File: config.mk
export PLATFORM = sky130hd
export DESIGN_NAME = fa_vector_sequencer
export DESIGN_NICKNAME = d
export VERILOG_FILES = /design/src/rtl/fa_seq_pkg.sv /design/src/rtl/fa_golden.sv /design/src/rtl/fa_vector_sequencer.sv
export SDC_FILE = /design/constraint.sdc
export NUM_CORES = 1
export LEC_CHECK = 0
export CELL_PAD_IN_SITES_DETAIL_PLACEMENT = 0
export CELL_PAD_IN_SITES_GLOBAL_PLACEMENT = 1
export CORE_MARGIN = 2
export CORE_UTILIZATION = 35
export DETAILED_ROUTE_END_ITERATION = 12
export GPL_ROUTABILITY_DRIVEN = 0
export HOLD_SLACK_MARGIN = 0.03
export PLACE_DENSITY = 0.74
export SYNTH_ARGS = -nofsm -noshare
export SYNTH_HDL_FRONTEND = slang
export SYNTH_HIERARCHICAL = 1
export SYNTH_SLANG_ARGS = --single-unit
File: constraint.sdc
create_clock -name clk -period 2.58 [get_ports clk]
set_input_delay 0.258 -clock clk [delete_from_list [all_inputs] [get_ports clk]]
set_output_delay 0.258 -clock clk [all_outputs]
set_load 0.01 [all_outputs]
File: src/rtl/fa_seq_pkg.sv
// Shared definitions for the full-adder vector sequencer: state encoding,
// vector width and the bit layout of {a, b, cin}.
package fa_seq_pkg;

   localparam int unsigned VEC_W   = 3;
   localparam int unsigned A_BIT   = 2;
   localparam int unsigned B_BIT   = 1;
   localparam int unsigned CIN_BIT = 0;

   localparam logic [VEC_W-1:0] VEC_LAST = 3'd7;

   typedef enum logic [1:0] {
      IDLE    = 2'd0,
      SETTLE  = 2'd1,
      CAPTURE = 2'd2,
      DONE    = 2'd3
   } seq_state_t;

   // One stimulus vector as seen by the logic under test
   typedef struct packed {
      logic a;
      logic b;
      logic cin;
   } fa_vec_t;

endpackage : fa_seq_pkg

File: src/rtl/fa_golden.sv
// Combinational reference full adder used as the golden model for captured results.
module fa_golden
   import fa_seq_pkg::*;
(
   input  logic [VEC_W-1:0] vec,
   output logic             exp_sum,
   output logic             exp_cout
);

   fa_vec_t v;

   always_comb begin
      v.a      = vec[A_BIT];
      v.b      = vec[B_BIT];
      v.cin    = vec[CIN_BIT];
      exp_sum  = v.a ^ v.b ^ v.cin;
      exp_cout = (v.a & v.b) | (v.a & v.cin) | (v.b & v.cin);
   end

endmodule : fa_golden

File: src/rtl/fa_vector_sequencer.sv
// Steps all eight {a,b,cin} vectors through the logic under test, holds each for a
// programmable settle time, and accumulates mismatches against the golden adder.
module fa_vector_sequencer
   import fa_seq_pkg::*;
#(
   parameter int unsigned SETTLE_W = 4,
   parameter int unsigned ERR_W    = 8
) (
   input  logic                clk,
   input  logic                rst_n,
   input  logic                ena,
   input  logic                start,
   input  logic [SETTLE_W-1:0] settle_cycles,
   input  logic                dut_sum,
   input  logic                dut_cout,
   output logic [VEC_W-1:0]    vec_out,
   output logic                busy,
   output logic                done,
   output logic                pass,
   output logic [ERR_W-1:0]    err_count,
   output logic [VEC_W-1:0]    last_fail_vec
);

   localparam logic [ERR_W-1:0] ERR_MAX = {ERR_W{1'b1}};

   seq_state_t          state_q, state_d;
   logic [VEC_W-1:0]    vec_d;
   logic [VEC_W-1:0]    last_d;
   logic [ERR_W-1:0]    err_d;
   logic [SETTLE_W-1:0] cnt_q, cnt_d;
   logic [SETTLE_W-1:0] s_q, s_d;
   logic                busy_d, done_d, pass_d;

   logic                exp_sum, exp_cout;
   logic                mismatch_c;

   fa_golden u_golden (
      .vec      (vec_out),
      .exp_sum  (exp_sum),
      .exp_cout (exp_cout)
   );

   assign mismatch_c = (dut_sum != exp_sum) || (dut_cout != exp_cout);

   // Next-state and next-output decode; dut_* only matter in CAPTURE
   always_comb begin
      state_d = state_q;
      vec_d   = vec_out;
      last_d  = last_fail_vec;
      err_d   = err_count;
      cnt_d   = cnt_q;
      s_d     = s_q;

      case (state_q)
         IDLE, DONE: begin
            if (start) begin
               vec_d   = '0;
               err_d   = '0;
               last_d  = '0;
               cnt_d   = settle_cycles;
               s_d     = settle_cycles;
               state_d = SETTLE;
            end
         end
         SETTLE: begin
            if (cnt_q == '0) begin
               state_d = CAPTURE;
            end else begin
               cnt_d = SETTLE_W'(cnt_q - 1'b1);
            end
         end
         CAPTURE: begin
            if (mismatch_c) begin
               last_d = vec_out;
               if (err_count != ERR_MAX) begin
                  err_d = ERR_W'(err_count + 1'b1);
               end
            end
            if (vec_out == VEC_LAST) begin
               state_d = DONE;
            end else begin
               vec_d   = VEC_W'(vec_out + 1'b1);
               cnt_d   = s_q;
               state_d = SETTLE;
            end
         end
         default: state_d = IDLE;
      endcase

      busy_d = (state_d == SETTLE) || (state_d == CAPTURE);
      done_d = (state_d == DONE);
      pass_d = done_d && (err_d == '0);
   end

   // State and output registers; ena low freezes everything
   always_ff @(posedge clk or negedge rst_n) begin
      if (!rst_n) begin
         state_q       <= IDLE;
         vec_out       <= '0;
         last_fail_vec <= '0;
         err_count     <= '0;
         cnt_q         <= '0;
         s_q           <= '0;
         busy          <= 1'b0;
         done          <= 1'b0;
         pass          <= 1'b0;
      end else if (ena) begin
         state_q       <= state_d;
         vec_out       <= vec_d;
         last_fail_vec <= last_d;
         err_count     <= err_d;
         cnt_q         <= cnt_d;
         s_q           <= s_d;
         busy          <= busy_d;
         done          <= done_d;
         pass          <= pass_d;
      end
   end

endmodule : fa_vector_sequencer

==> results of run 1 <==
==> sequential cells by signal, indices dropped and copies added, names as in the netlist <==
signal	flops
err_count	8
busy	1
last_fail_vec	3
s_q	4
done	1
pass	1
cnt_q	4
state_q	2
vec_out	3
==> layout by cell type (no fill, tap or decap), types with 4 or more instances in the layout <==
cell type	Yosys	layout
nand2b_1	4	4
o21ai_0	22	22
nand2_1	22	22
nand3_1	5	5
ha_1	8	8
a221o_1	4	4
clkdlybuf4s50_1	0	26
dfrtp_1	27	27
inv_1	12	12
a22o_1	7	7
nor2_1	14	14
mux2_2	7	7
buf_4	0	8
==> logic make-up after synthesis <==
logic type | count (synthesis) | share of synthesized area, %
xor gates and xnor gates | 4 | 1.960
and+or+nand+nor | 65 | 19.38
muxes | 8 | 4.969
adders and majority gates | 9 | 6.718
AOI/OAI and AO/OA | 56 | 23.02
buffers and inverters | 20 | 6.157
DFF | 27 | 37.79
==> cell type report <==
| type | count | area (sq um) | share of cell area [%] |
|---|---|---|---|
| multi-input combinational | 142 | 1002 | 46.06 |
| sequential | 27 | 675.6 | 31.05 |
| timing repair buffer | 34 | 320.3 | 14.72 |
| tap | 70 | 87.58 | 4.025 |
| clock buffer | 4 | 45.04 | 2.070 |
| inverter | 12 | 45.04 | 2.070 |
==> routing by layer <==
layer	track usage (%)	wire, um
met1	21.85	1887
met2	28.60	2063
met3	2.249	180
met4	4.678	53
met5	0	0
==> stage by stage <==
step	cell area [sq um]	hold WS, ps	std cells	power (mW)
3_5_place_dp	2131	496.6	285	1.699
4_1_cts	2176	370.8	289	1.961
2_1_floorplan	1788	-37.59	189	1.379
5_1_grt	2176	408.2	289	2.120
6_report	2176	346.2	289	1.926
3_3_place_gp	2131	491.4	285	1.701
==> final timing paths <==
| kind | depth (start not counted) | from | endpoint | slack [ps] |
|---|---|---|---|---|
| setup reg to reg | 7 | vec_out[0] | pass | 180 |
| min in group clk | 1 | s_q[2] | s_q[2] | 520 |
| hold / removal | 2 | rst_n | err_count[3] | 350 |
| setup / recovery | 7 | vec_out[0] | pass | 180 |
| hold reg to reg | 1 | s_q[2] | s_q[2] | 520 |
| max in group asynchronous | 2 | rst_n | s_q[3] | 1950 |
==> power breakdown <==
part	internal, mW	leakage, nW	switching, mW
clock	0.111	0.0228	0.142
combinational	0.489	0.559	0.540
sequential	0.539	0.353	0.105
==> run_results.csv, run 1 <==
group,metric,value,unit
outcome,status,"complete, no violations",
critical_path,worstSetupPathType,"reg -> reg",
routing,ant_nets,0,
cts,cts_root_buffer,"clkbuf_8",
synth,ys_seq_area_share,37.79,%
layout,nets,239,
floorplanning,fp.dieH,75.48,um
critical_path,cp.buffers_inverters,0,
placement,pre_cts_ws,241.2,ps
power_and_ir_drop,pwr_density_cell,885.2,nW/um^2
floorplanning,io-pin-count,27,
synth,yosysUniqueCellTypes,50,
layout,flow.area_growth_from_synthesis,21.69,%
power_and_ir_drop,ir_drop,0.0004089,V
job,max_cap_violations,0,
layout,num_antenna_cells,0,
timing,fin_crit_sh,93.08,%
critical_path,critPathTopFamily,"simple AND/OR/NAND/NOR gates",
routing,wl_per_cell,14.47,um
routing,drt_wl_total,4183,um
cts,clkSinkCount,27,
cts,clkTransAtPathRegs,100,ps
timing,finClkSkew,1.672,ps
synth,synthTopCellsByCount,"dfrtp_1, nand2_1, o21ai_0",
timing,setup_slack,178.5,ps
critical_path,start_kind,"flop",
routing,dr.pass1.iters,4,
grt,grt-ovfl-total,0,
timing,rsz0062_at_grt,"false",
synth,yosysMostFrequentCell,"dfrtp_1",
grt,grt_pass1_wl,7251,um
cts,cts_resized,0,
cts,clock_path_buffers,2,
synth,syn-num-nets,208,
critical_path,crit_required,2760,ps
cts,cts_buffers,3,
grt,antenna_found_initial,0,
layout,final_core_util,43.43,%
critical_path,crit_chain,"fa_1 > xnor2_1 > and2_4 > nor4_1 > a2111oi_2 > and4bb_1 > a41o_1",
layout,fillers,512,
synth,synth_ff_type,"dfrtp_1",
timing,relSlewSlack,65.93,%
placement,placement.io_buffers,26,
synth,yosysWarningCount,6,
floorplanning,rows,26,
synth,netlist_area,1788,sq um
cts,cts_hold_buf,0,
grt,track_usage,16.61,%
floorplanning,start_util,35.69,%
cts,h-tree-depth,1,
critical_path,max_stage_delay,510,ps
synth,synthCells,189,
synth,synth_area_leaders,"dfrtp_1, o21ai_0, ha_1",
floorplanning,die-area,5696,sq um
grt,grt_start_max_net_pins,28,
placement,hpwlAfterDp,3052,um
synth,synthArstFlopShare,100.0,%
cts,clkLatencyLatePin,280,ps
grt,grt_pass1_vias,1530,
synth,yosys.area.top_type,"dfrtp_1",
timing,hold_viol,0,
layout,layout-drive-gt1-share,11.87,%
critical_path,cp-end-kind,"flop",
critical_path,worstPathMaxFanout,13,
critical_path,cp.arrival,2580,ps
routing,drc_errors,0,
floorplanning,core,5010,sq um
routing,vias_per_cell,5.197,
cts,post_cts_buffers,0,
cts,cts_tree,"done",
timing,period_minus_slack,2402,ps
synth,yosysTopAreaCellShare,37.79,%
hold_path,min_path_type,"in -> async",
timing,tightest_slew,506.4,ps
synth,syn_avg_cell_area,9.460,sq um
timing,final-max-slew-violation-count,0,
synth,synth_edf_count,0,
floorplanning,die_width,75.48,um
synth,ys_ff_latch,27,
routing,drtIter0Drc,138,
timing,setup_viol,0,
critical_path,critPathSlowestCell,"fa_1",
timing,setup-tns-final,0,ps
routing,dr_total_vias,1502,
timing,fmax,0.4164,GHz
power_and_ir_drop,power.leakage,0.9351,nW
Note: power is estimated with default switching activity, not from simulation.
==> run 2, diff against run 1 <==
--- a/config.mk
+++ b/config.mk
@@ -8,11 +8,11 @@
 export CELL_PAD_IN_SITES_DETAIL_PLACEMENT = 0
 export CELL_PAD_IN_SITES_GLOBAL_PLACEMENT = 1
 export CORE_MARGIN = 2
-export CORE_UTILIZATION = 35
+export CORE_UTILIZATION = 40
 export DETAILED_ROUTE_END_ITERATION = 12
 export GPL_ROUTABILITY_DRIVEN = 0
 export HOLD_SLACK_MARGIN = 0.03
-export PLACE_DENSITY = 0.74
+export PLACE_DENSITY = 0.82
 export SYNTH_ARGS = -nofsm -noshare
 export SYNTH_HDL_FRONTEND = slang
 export SYNTH_HIERARCHICAL = 1
==> run_results.csv, run 2 (synthesis gave the netlist of run 1 again) <==
group,metric,value,unit
routing,drt_wl_total,4016,um
placement,hpwlAfterDp,3019,um
power_and_ir_drop,pwr_density_cell,880.2,nW/um^2
grt,grt_pass1_wl,7348,um
critical_path,cp.arrival,2520,ps
cts,cts_buffers,3,
layout,largest_reg_flops,8,
cts,clkLatencyLatePin,280,ps
critical_path,cp-end-kind,"flop",
layout,reg_top3,"err_count x8, cnt_q x4, s_q x4",
critical_path,worstPathMaxFanout,13,
cts,cts_root_buffer,"clkbuf_8",
power_and_ir_drop,ir_drop,0.0004546,V
cts,cts_hold_buf,0,
timing,hold_viol,0,
layout,nets,238,
timing,final-max-slew-violation-count,0,
floorplanning,fp.dieH,70.86,um
layout,final_cell_mix,"dfrtp_1, clkdlybuf4s50_1, nand2_1, o21ai_0, nor2_1",
outcome,status,"complete, no violations",
power_and_ir_drop,power.leakage,0.9301,nW
floorplanning,core,4324,sq um
hold_path,min_path_type,"in -> async",
critical_path,crit_required,2760,ps
layout,final_core_util,49.71,%
cts,cts_resized,0,
floorplanning,io-pin-count,27,
cts,cts_tree,"done",
routing,drtIter0Drc,178,
timing,hold_ws,345.3,ps
routing,ant_nets,0,
layout,num_antenna_cells,0,
cts,clock_path_buffers,2,
routing,dr.pass1.iters,4,
floorplanning,start_util,41.35,%
job,max_cap_violations,0,
grt,grt_pass1_vias,1526,
routing,dr_total_vias,1528,
critical_path,start_kind,"flop",
timing,rsz0062_at_grt,"false",
grt,antenna_found_initial,0,
timing,relSlewSlack,70.96,%
cts,clkTransAtPathRegs,110,ps
cts,h-tree-depth,1,
floorplanning,rows,24,
placement,placement.io_buffers,26,
timing,fin_crit_sh,90.74,%
grt,grt_start_max_net_pins,28,
routing,vias_per_cell,5.659,
timing,finClkSkew,9.663,ps
timing,period_minus_slack,2341,ps
grt,track_usage,17.95,%
grt,grt-ovfl-total,0,
layout,final_common_cell,"dfrtp_1",
layout,flow.area_growth_from_synthesis,20.22,%
routing,drc_errors,0,
layout,layout-drive-gt1-share,11.93,%
timing,setup-tns-final,0,ps
cts,clkSinkCount,27,
layout,regMostFlops,"err_count",
timing,setup_viol,0,
floorplanning,die_width,70.86,um
timing,fmax,0.4272,GHz
floorplanning,die-area,5020,sq um
timing,tightest_slew,431.7,ps
cts,post_cts_buffers,0,
routing,wl_per_cell,14.87,um
critical_path,worstSetupPathType,"reg -> reg",
## run 2: changes by cell type in the layout (fill, tap and decap cells not counted), sizes merged
| cell | delta |
|---|---|
| clkbuf | -1 |
| clkinvlp | +1 |
| buf | -1 |
## run 2: final cells by class
cell class              instances  area, sq um
fillers                       454         2175
multi-input cells             142         1002
flip-flops and latches         27        675.6
repair buffers                 33        312.8
well taps                      52        65.06
inverters                      12        45.04
clock buffers                   3        41.29
clock inverters                 1        7.507
## run 2: metal layers
metal | up-vias | GRT usage [%] | wire (um)
met4 | 0 | 5.660 | 74
met5 | - | 0 | 0
li1 | 747 | - | -
met3 | 6 | 2.564 | 229
met2 | 53 | 27.93 | 1822
met1 | 722 | 25.90 | 1889
## run 2: critical path, stage by stage (launching register included)
cell and delay [ps]:
dfrtp_1 460, fa_1 510, xnor2_1 200, and2_4 260, nor2_1 70, a311oi_1 310
and4bb_1 230, a41o_1 200
## run 2: through the flow
stage	std cells	setup slack, ps	total power [mW]	area (sq um)
2_1_floorplan	189	351.9	1.379	1788
3_3_place_gp	266	301.8	1.642	2101
3_5_place_dp	266	267.3	1.651	2101
4_1_cts	270	251.1	1.915	2150
5_1_grt	270	91.58	2.083	2150
6_report	270	238.9	1.892	2150
## run 2: path summary, 6_finish.rpt
kind                            startpoint         end  slack (ps)  cells past startpoint
worst max register to register  vec_out[0]        pass         240                      7
worst max-delay path            vec_out[0]        pass         240                      7
worst min register to register      s_q[2]      s_q[2]         520                      1
min in group clk                    s_q[2]      s_q[2]         520                      1
max in group asynchronous            rst_n    cnt_q[2]        1970                      2
worst min-delay path                 rst_n  vec_out[2]         350                      2
## run 2: where the power goes
part	leakage, nW	switching [mW]	internal, mW
Combinational	0.555	0.528	0.461
Sequential	0.353	0.107	0.539
Clock	0.0217	0.146	0.110
Total	0.930	0.782	1.11
